==> src/rtl/iir_pkg.sv <==
// Shared definitions for the parametrised direct-form-II IIR filter:
// defaults, coefficient index map and the saturation helper.
package iir_pkg;

  localparam int NB_DEF  = 8;
  localparam int ORD_DEF = 2;
  localparam int GB_DEF  = 4;

  // Saturation works on a fixed wide word; callers sign-extend into it.
  localparam int SAT_W = 64;

  localparam int IDX_B0 = 0;

  function automatic int idx_b(input int k);
    return k;
  endfunction

  function automatic int idx_a(input int ord, input int k);
    return ord + k;
  endfunction

  typedef struct packed {
    logic signed [SAT_W-1:0] value;
    logic                    ovf;
  } sat_t;

  // Clamp x to the signed nb-bit range and flag whether clamping happened.
  function automatic sat_t saturate(input logic signed [SAT_W-1:0] x, input int nb);
    logic signed [SAT_W-1:0] hi;
    logic signed [SAT_W-1:0] lo;
    sat_t                    r;
    hi      = (64'sd1 <<< (nb - 1)) - 64'sd1;
    lo      = -hi - 64'sd1;
    r.value = x;
    r.ovf   = 1'b0;
    if (x > hi) begin
      r.value = hi;
      r.ovf   = 1'b1;
    end else if (x < lo) begin
      r.value = lo;
      r.ovf   = 1'b1;
    end
    return r;
  endfunction

endpackage

==> src/rtl/iir_coef_bank.sv <==
// Double-buffered coefficient storage: runtime writes land in the shadow bank,
// a swap pulse commits the whole set to the active bank in one edge.
module iir_coef_bank
  import iir_pkg::*;
#(
  parameter int NB  = NB_DEF,
  parameter int ORD = ORD_DEF,
  parameter int CW  = $clog2(2*ORD+1)
) (
  input  logic                  clk,
  input  logic                  rst_n,
  input  logic                  we,
  input  logic [CW-1:0]         sel,
  input  logic [NB-1:0]         data,
  input  logic                  swap,
  output logic [(ORD+1)*NB-1:0] b_flat,
  output logic [ORD*NB-1:0]     a_flat
);

  localparam int NC = 2*ORD + 1;

  logic [NB-1:0] shadow [NC];
  logic [NB-1:0] active [NC];

  always_ff @(posedge clk or negedge rst_n) begin
    if (!rst_n) begin
      // NOTE: these are a handful of flops, not a RAM, so clearing them in reset is cheap and required.
      for (int i = 0; i < NC; i++) begin
        shadow[i] <= '0;
        active[i] <= '0;
      end
    end else begin
      if (we && (sel <= CW'(NC - 1))) begin
        shadow[sel] <= data;
      end
      // NOTE: non-blocking assignment makes active take the pre-edge shadow, so a same-cycle write is not committed.
      if (swap) begin
        for (int i = 0; i < NC; i++) begin
          active[i] <= shadow[i];
        end
      end
    end
  end

  for (genvar k = 0; k <= ORD; k++) begin : g_b
    assign b_flat[k*NB +: NB] = active[idx_b(k)];
  end

  for (genvar k = 1; k <= ORD; k++) begin : g_a
    assign a_flat[(k-1)*NB +: NB] = active[idx_a(ORD, k)];
  end

endmodule

==> src/rtl/iir_df2_param.sv <==
// Parametrised direct-form-II IIR filter with bypass, sticky saturation flag
// and a double-buffered runtime coefficient bank. Latency 2, one sample/clock.
module iir_df2_param
  import iir_pkg::*;
#(
  parameter int NB  = NB_DEF,
  parameter int ORD = ORD_DEF,
  parameter int GB  = GB_DEF,
  parameter int CW  = $clog2(2*ORD+1)
) (
  input  logic                 clk,
  input  logic                 rst_n,
  input  logic signed [NB-1:0] din,
  input  logic                 vin,
  input  logic                 bypass,
  input  logic                 coef_we,
  input  logic [CW-1:0]        coef_sel,
  input  logic signed [NB-1:0] coef_data,
  input  logic                 coef_swap,
  output logic signed [NB-1:0] dout,
  output logic                 vout,
  output logic                 sat_flag
);

  localparam int ACC_W = 2*NB + GB;

  logic [(ORD+1)*NB-1:0] b_flat;
  logic [ORD*NB-1:0]     a_flat;

  iir_coef_bank #(
    .NB  (NB),
    .ORD (ORD),
    .CW  (CW)
  ) u_coef_bank (
    .clk    (clk),
    .rst_n  (rst_n),
    .we     (coef_we),
    .sel    (coef_sel),
    .data   (coef_data),
    .swap   (coef_swap),
    .b_flat (b_flat),
    .a_flat (a_flat)
  );

  logic signed [NB-1:0] b_c [0:ORD];
  logic signed [NB-1:0] a_c [1:ORD];

  for (genvar k = 0; k <= ORD; k++) begin : g_b_unpack
    assign b_c[k] = b_flat[k*NB +: NB];
  end

  for (genvar k = 1; k <= ORD; k++) begin : g_a_unpack
    assign a_c[k] = a_flat[(k-1)*NB +: NB];
  end

  logic signed [NB-1:0] x_r;
  logic                 v_r;
  logic                 byp_r;
  logic signed [NB-1:0] w [1:ORD];

  logic signed [ACC_W-1:0] fb_acc;
  logic signed [ACC_W-1:0] fb_sh;
  logic signed [ACC_W-1:0] y_acc;
  logic signed [ACC_W-1:0] y_sh;
  sat_t                    w0_sat;
  sat_t                    y_sat;
  logic signed [NB-1:0]    w0;
  logic signed [NB-1:0]    y;

  // NOTE: every always_comb output is assigned before any conditional use, so no latch can be inferred.
  always_comb begin
    fb_acc = '0;
    for (int k = 1; k <= ORD; k++) begin
      fb_acc += ACC_W'(a_c[k] * w[k]);
    end
    fb_sh  = fb_acc >>> (NB - 1);
    w0_sat = saturate(SAT_W'(x_r) - SAT_W'(fb_sh), NB);
    w0     = w0_sat.value[NB-1:0];

    y_acc = ACC_W'(b_c[0] * w0);
    for (int k = 1; k <= ORD; k++) begin
      y_acc += ACC_W'(b_c[k] * w[k]);
    end
    y_sh  = y_acc >>> (NB - 1);
    y_sat = saturate(SAT_W'(y_sh), NB);
    y     = y_sat.value[NB-1:0];
  end

  // Only the clamped low NB bits of the wide saturation words carry information.
  logic unused_sat_bits;
  assign unused_sat_bits = ^{w0_sat.value[SAT_W-1:NB], y_sat.value[SAT_W-1:NB]};

  always_ff @(posedge clk or negedge rst_n) begin
    if (!rst_n) begin
      x_r      <= '0;
      v_r      <= 1'b0;
      byp_r    <= 1'b0;
      dout     <= '0;
      vout     <= 1'b0;
      sat_flag <= 1'b0;
      for (int k = 1; k <= ORD; k++) begin
        w[k] <= '0;
      end
    end else begin
      x_r   <= din;
      v_r   <= vin;
      byp_r <= bypass;
      vout  <= v_r;
      if (v_r) begin
        if (byp_r) begin
          dout <= x_r;
        end else begin
          dout     <= y;
          sat_flag <= sat_flag | w0_sat.ovf | y_sat.ovf;
          w[1]     <= w0;
          for (int k = 2; k <= ORD; k++) begin
            w[k] <= w[k-1];
          end
        end
      end
    end
  end

endmodule

==> config.mk <==
export PLATFORM = sky130hd
export DESIGN_NAME = iir_df2_param
export DESIGN_NICKNAME = d
export VERILOG_FILES = /design/src/rtl/iir_pkg.sv /design/src/rtl/iir_coef_bank.sv /design/src/rtl/iir_df2_param.sv
export SDC_FILE = /design/constraint.sdc
export NUM_CORES = 1
export LEC_CHECK = 0
export BUFFER_PORTS_ARGS = -buffer_cell sky130_fd_sc_hd__buf_2
export CORE_MARGIN = 2
export CORE_UTILIZATION = 40
export DETAILED_ROUTE_END_ITERATION = 12
export SLEW_MARGIN = 20
export SYNTH_ARGS = -nofsm -noshare
export SYNTH_HDL_FRONTEND = slang
export SYNTH_SLANG_ARGS = --single-unit
export TNS_END_PERCENT = 50
==> constraint.sdc <==
create_clock -name clk -period 11.9 [get_ports clk]
set_input_delay 2.975 -clock clk [delete_from_list [all_inputs] [get_ports clk]]
set_output_delay 2.975 -clock clk [all_outputs]
set_load 0.02 [all_outputs]
==> impl_metrics.env <==
export IMPL_setup_ws_ps=-1081
export IMPL_synth_seq_cells=116
export IMPL_synth_most_common_cell="inv_1"
export IMPL_regArea_sq_um=2914
export IMPL_netlist_top_cells_count="inv_1 (440), fa_1 (376), and2_1 (144), nand2_1 (132), ha_1 (129)"
export IMPL_drv_cap=0
export IMPL_grt_max_degree=85
export IMPL_syn_mean_instance_area_sq_um=10.35
export IMPL_yosysTopAreaCellShare_pct=41.71
export IMPL_cts_path_max_buffers=2
export IMPL_critPathLaunch="u_coef_bank.a_flat[4]"
export IMPL_fin_tns_setup_ps=-9445
export IMPL_synth_simple_gate_area_share_pct=11.43
export IMPL_synth_top_family_by_area="adder cells"
export IMPL_preCtsSetupSlack_ps=-1606
export IMPL_hold_path_class="reg2reg"
export IMPL_synth_compound_area_share_pct=3.529
export IMPL_crit_end="dout[1]"
export IMPL_start_kind="flip-flop"
export IMPL_nFillCells=4087
export IMPL_grt_remaining_overflow=0
export IMPL_met3_usage_pct=4.519
export IMPL_r2r_end="dout[1]"
export IMPL_areaGrowthSynthToFinish_pct=19.38
export IMPL_setup_viol=9
export IMPL_io_buffer_count=34
export IMPL_rr_startpoint="u_coef_bank.a_flat[4]"
export IMPL_first_global_vias=13900
export IMPL_drt_iter0_drc=581
export IMPL_critPathCaptureType="flip-flop"
export IMPL_maxSlewHeadroom_pct=32.45
export IMPL_fin_crit_ps=12980
export IMPL_critPathRequiredTime_ps=12210
export IMPL_yosys_mux_area_fraction_pct=5.741
export IMPL_cts_tree="done"
export IMPL_multi_input_area_sq_um=13960
export IMPL_dieHeight_um=216.4
export IMPL_grt_busiest_layer="met2"
export IMPL_seq_area_frac_synth_pct=16.09
export IMPL_synthFlopType="dfrtp_1"
export IMPL_drive_above_1_share_pct=24.54
export IMPL_yosysTopAreaCell="fa_1"
export IMPL_clk_latency_ps=440
export IMPL_clk_pin_slew_worst_paths_ps=60
export IMPL_via_per_inst=4.781
export IMPL_cts_hold_buffers=0
export IMPL_design_area_sq_um=21540
export IMPL_fin_nets=2477
export IMPL_syn_nets=2274
export IMPL_pin_count=35
export IMPL_start_util_pct=40.63
export IMPL_ff2ff_path_depth=52
export IMPL_met1_usage_pct=28.68
export IMPL_synthArstFlopShare_pct=100.0
export IMPL_finalHoldViolCount=0
export IMPL_fp_row_count=77
export IMPL_wl_per_cell_um=17.06
export IMPL_crit_slowest_cell="fa_1"
export IMPL_grt_pass1_wl_um=74560
export IMPL_post_route_util_pct=48.51
export IMPL_netlist_instances=1744
export IMPL_die_w_um=216.4
export IMPL_vias=12200
export IMPL_die_area_sq_um=46830
export IMPL_cp_arrival_ps=13290
export IMPL_fmax_mhz=77.04
export IMPL_rsz0062_at_grt="yes"
export IMPL_finalClockSkew_ps=13.99
export IMPL_ys_types=51
export IMPL_dpl_cell_area_sq_um=20250
export IMPL_min_period_over_period_pct=109.1
export IMPL_antenna_cells=0
export IMPL_antenna_left=0
export IMPL_met2_usage_pct=31.69
export IMPL_cpPeakStageDelay_ps=550
export IMPL_crit_type="reg2reg"
export IMPL_numCtsBuffers=17
export IMPL_synth_fa_ha_area_share_pct=50.66
export IMPL_failed_checks="setup timing"
export IMPL_antenna_found_initial=0
export IMPL_synth_area_leaders="fa_1 (42%), dfrtp_1 (16%), inv_1 (9.2%)"
export IMPL_cts_root_buf="clkbuf_16"
export IMPL_first_pass_iters=4
export IMPL_h_tree_depth=4
export IMPL_hpwl_um=37240
export IMPL_crit_top_cell="fa_1"
export IMPL_synth_xor_area_share_pct=2.524
export IMPL_track_usage_pct=20.34
export IMPL_ff2ff_setup_slack_ps=-1080
export IMPL_coreArea_sq_um=44410
export IMPL_cts_sinks=116
export IMPL_drc=0
export IMPL_max_slew_worst_pin_slew_ps=1013
export IMPL_wirelength_um=43530
export IMPL_status="complete, but fails checks"
export IMPL_syn_area_sq_um=18050
export IMPL_place_congestion=0.8915
export IMPL_drv_slew=0
export IMPL_synth_edff_count=0
export IMPL_crit_fanout=7
export IMPL_synth_yosys_warnings=0
[critical path, delay by kind of cell, from the launching register on]
family | cells | cell delay (ps)
adder cells (fa/ha/maj) | 16 | 7200
AND/OR/NAND/NOR | 7 | 820
flip-flops | 1 | 410
AO/OA/AOI/OAI | 18 | 3370
buffers and inverters | 11 | 1040
[cells by family after synthesis]
group           after synthesis
flops                       116
mux                          92
compound gates               96
simple gates                401
buf+inv                     482
fa+ha+maj                   505
xor+xnor                     52
[layer usage]
metal  wire (um)  vias to the layer above
met3        2298                       75
met4        1237                        0
met5           0                        -
li1            -                     5597
met1       20150                     6254
met2       19840                      275
[repair_timing]
item	in CTS	in global routing
setup buffers	19	11
pin swaps	69	32
endpoints found under the setup margin	9	9
gates cloned	1	0
resized for setup	67	52
[cell type report]
cell class / count / share of cell area [%]
multi-input cells: 1146 / 64.81
flip-flops and latches: 116 / 13.53
repair buffers: 225 / 7.835
inverters: 441 / 7.684
well taps: 592 / 3.438
clock buffers: 17 / 1.975
clock inverters: 15 / 0.7318
[cells in the final DEF, fill, tap and decap left out, types with 15 or more instances in the layout]
cell type	Yosys	routed
nor2b_1	23	15
buf_4	0	175
fa_1	376	365
buf_2	1	33
nand2_1	132	127
and2_1	144	140
ha_1	129	118
o21ai_0	28	16
xnor2_1	40	36
clkbuf_16	0	17
inv_1	440	433
mux2_2	92	91
a21oi_2	1	16
nor2_1	44	39
dfrtp_1	116	107
nand2b_1	21	18
[metrics by stage]
step | instances | hold slack [ps]
6_report | 2552 | 503.4
5_1_grt | 2552 | 514.7
4_1_cts | 2541 | 503.8
3_5_place_dp | 2489 | 489.6
3_3_place_gp | 2489 | 483.3
2_1_floorplan | 1744 | 473.7
[worst min path at each step]
stage | end | cells past startpoint | from
floorplan | u_coef_bank.a_flat[0] | 1 | u_coef_bank.shadow[8]
global placement | u_coef_bank.b_flat[7] | 1 | u_coef_bank.shadow[39]
detailed placement | u_coef_bank.a_flat[3] | 1 | u_coef_bank.shadow[11]
CTS | u_coef_bank.a_flat[13] | 1 | u_coef_bank.shadow[5]
global route | u_coef_bank.b_flat[8] | 1 | u_coef_bank.shadow[24]
finish | u_coef_bank.b_flat[16] | 1 | u_coef_bank.shadow[16]
[sequential cells by signal (all words and copies together), names as in the netlist]
signal	cells
sat_flag	1
u_coef_bank.b_flat	24
v_r	1
byp_r	1
u_coef_bank.shadow	40
vout	1
w	16
u_coef_bank.a_flat	16
dout	8
x_r	8
Power is left out: the tool's default activity adds up to more than one toggle a clock period on the data nets, which glitch-free logic cannot reach.
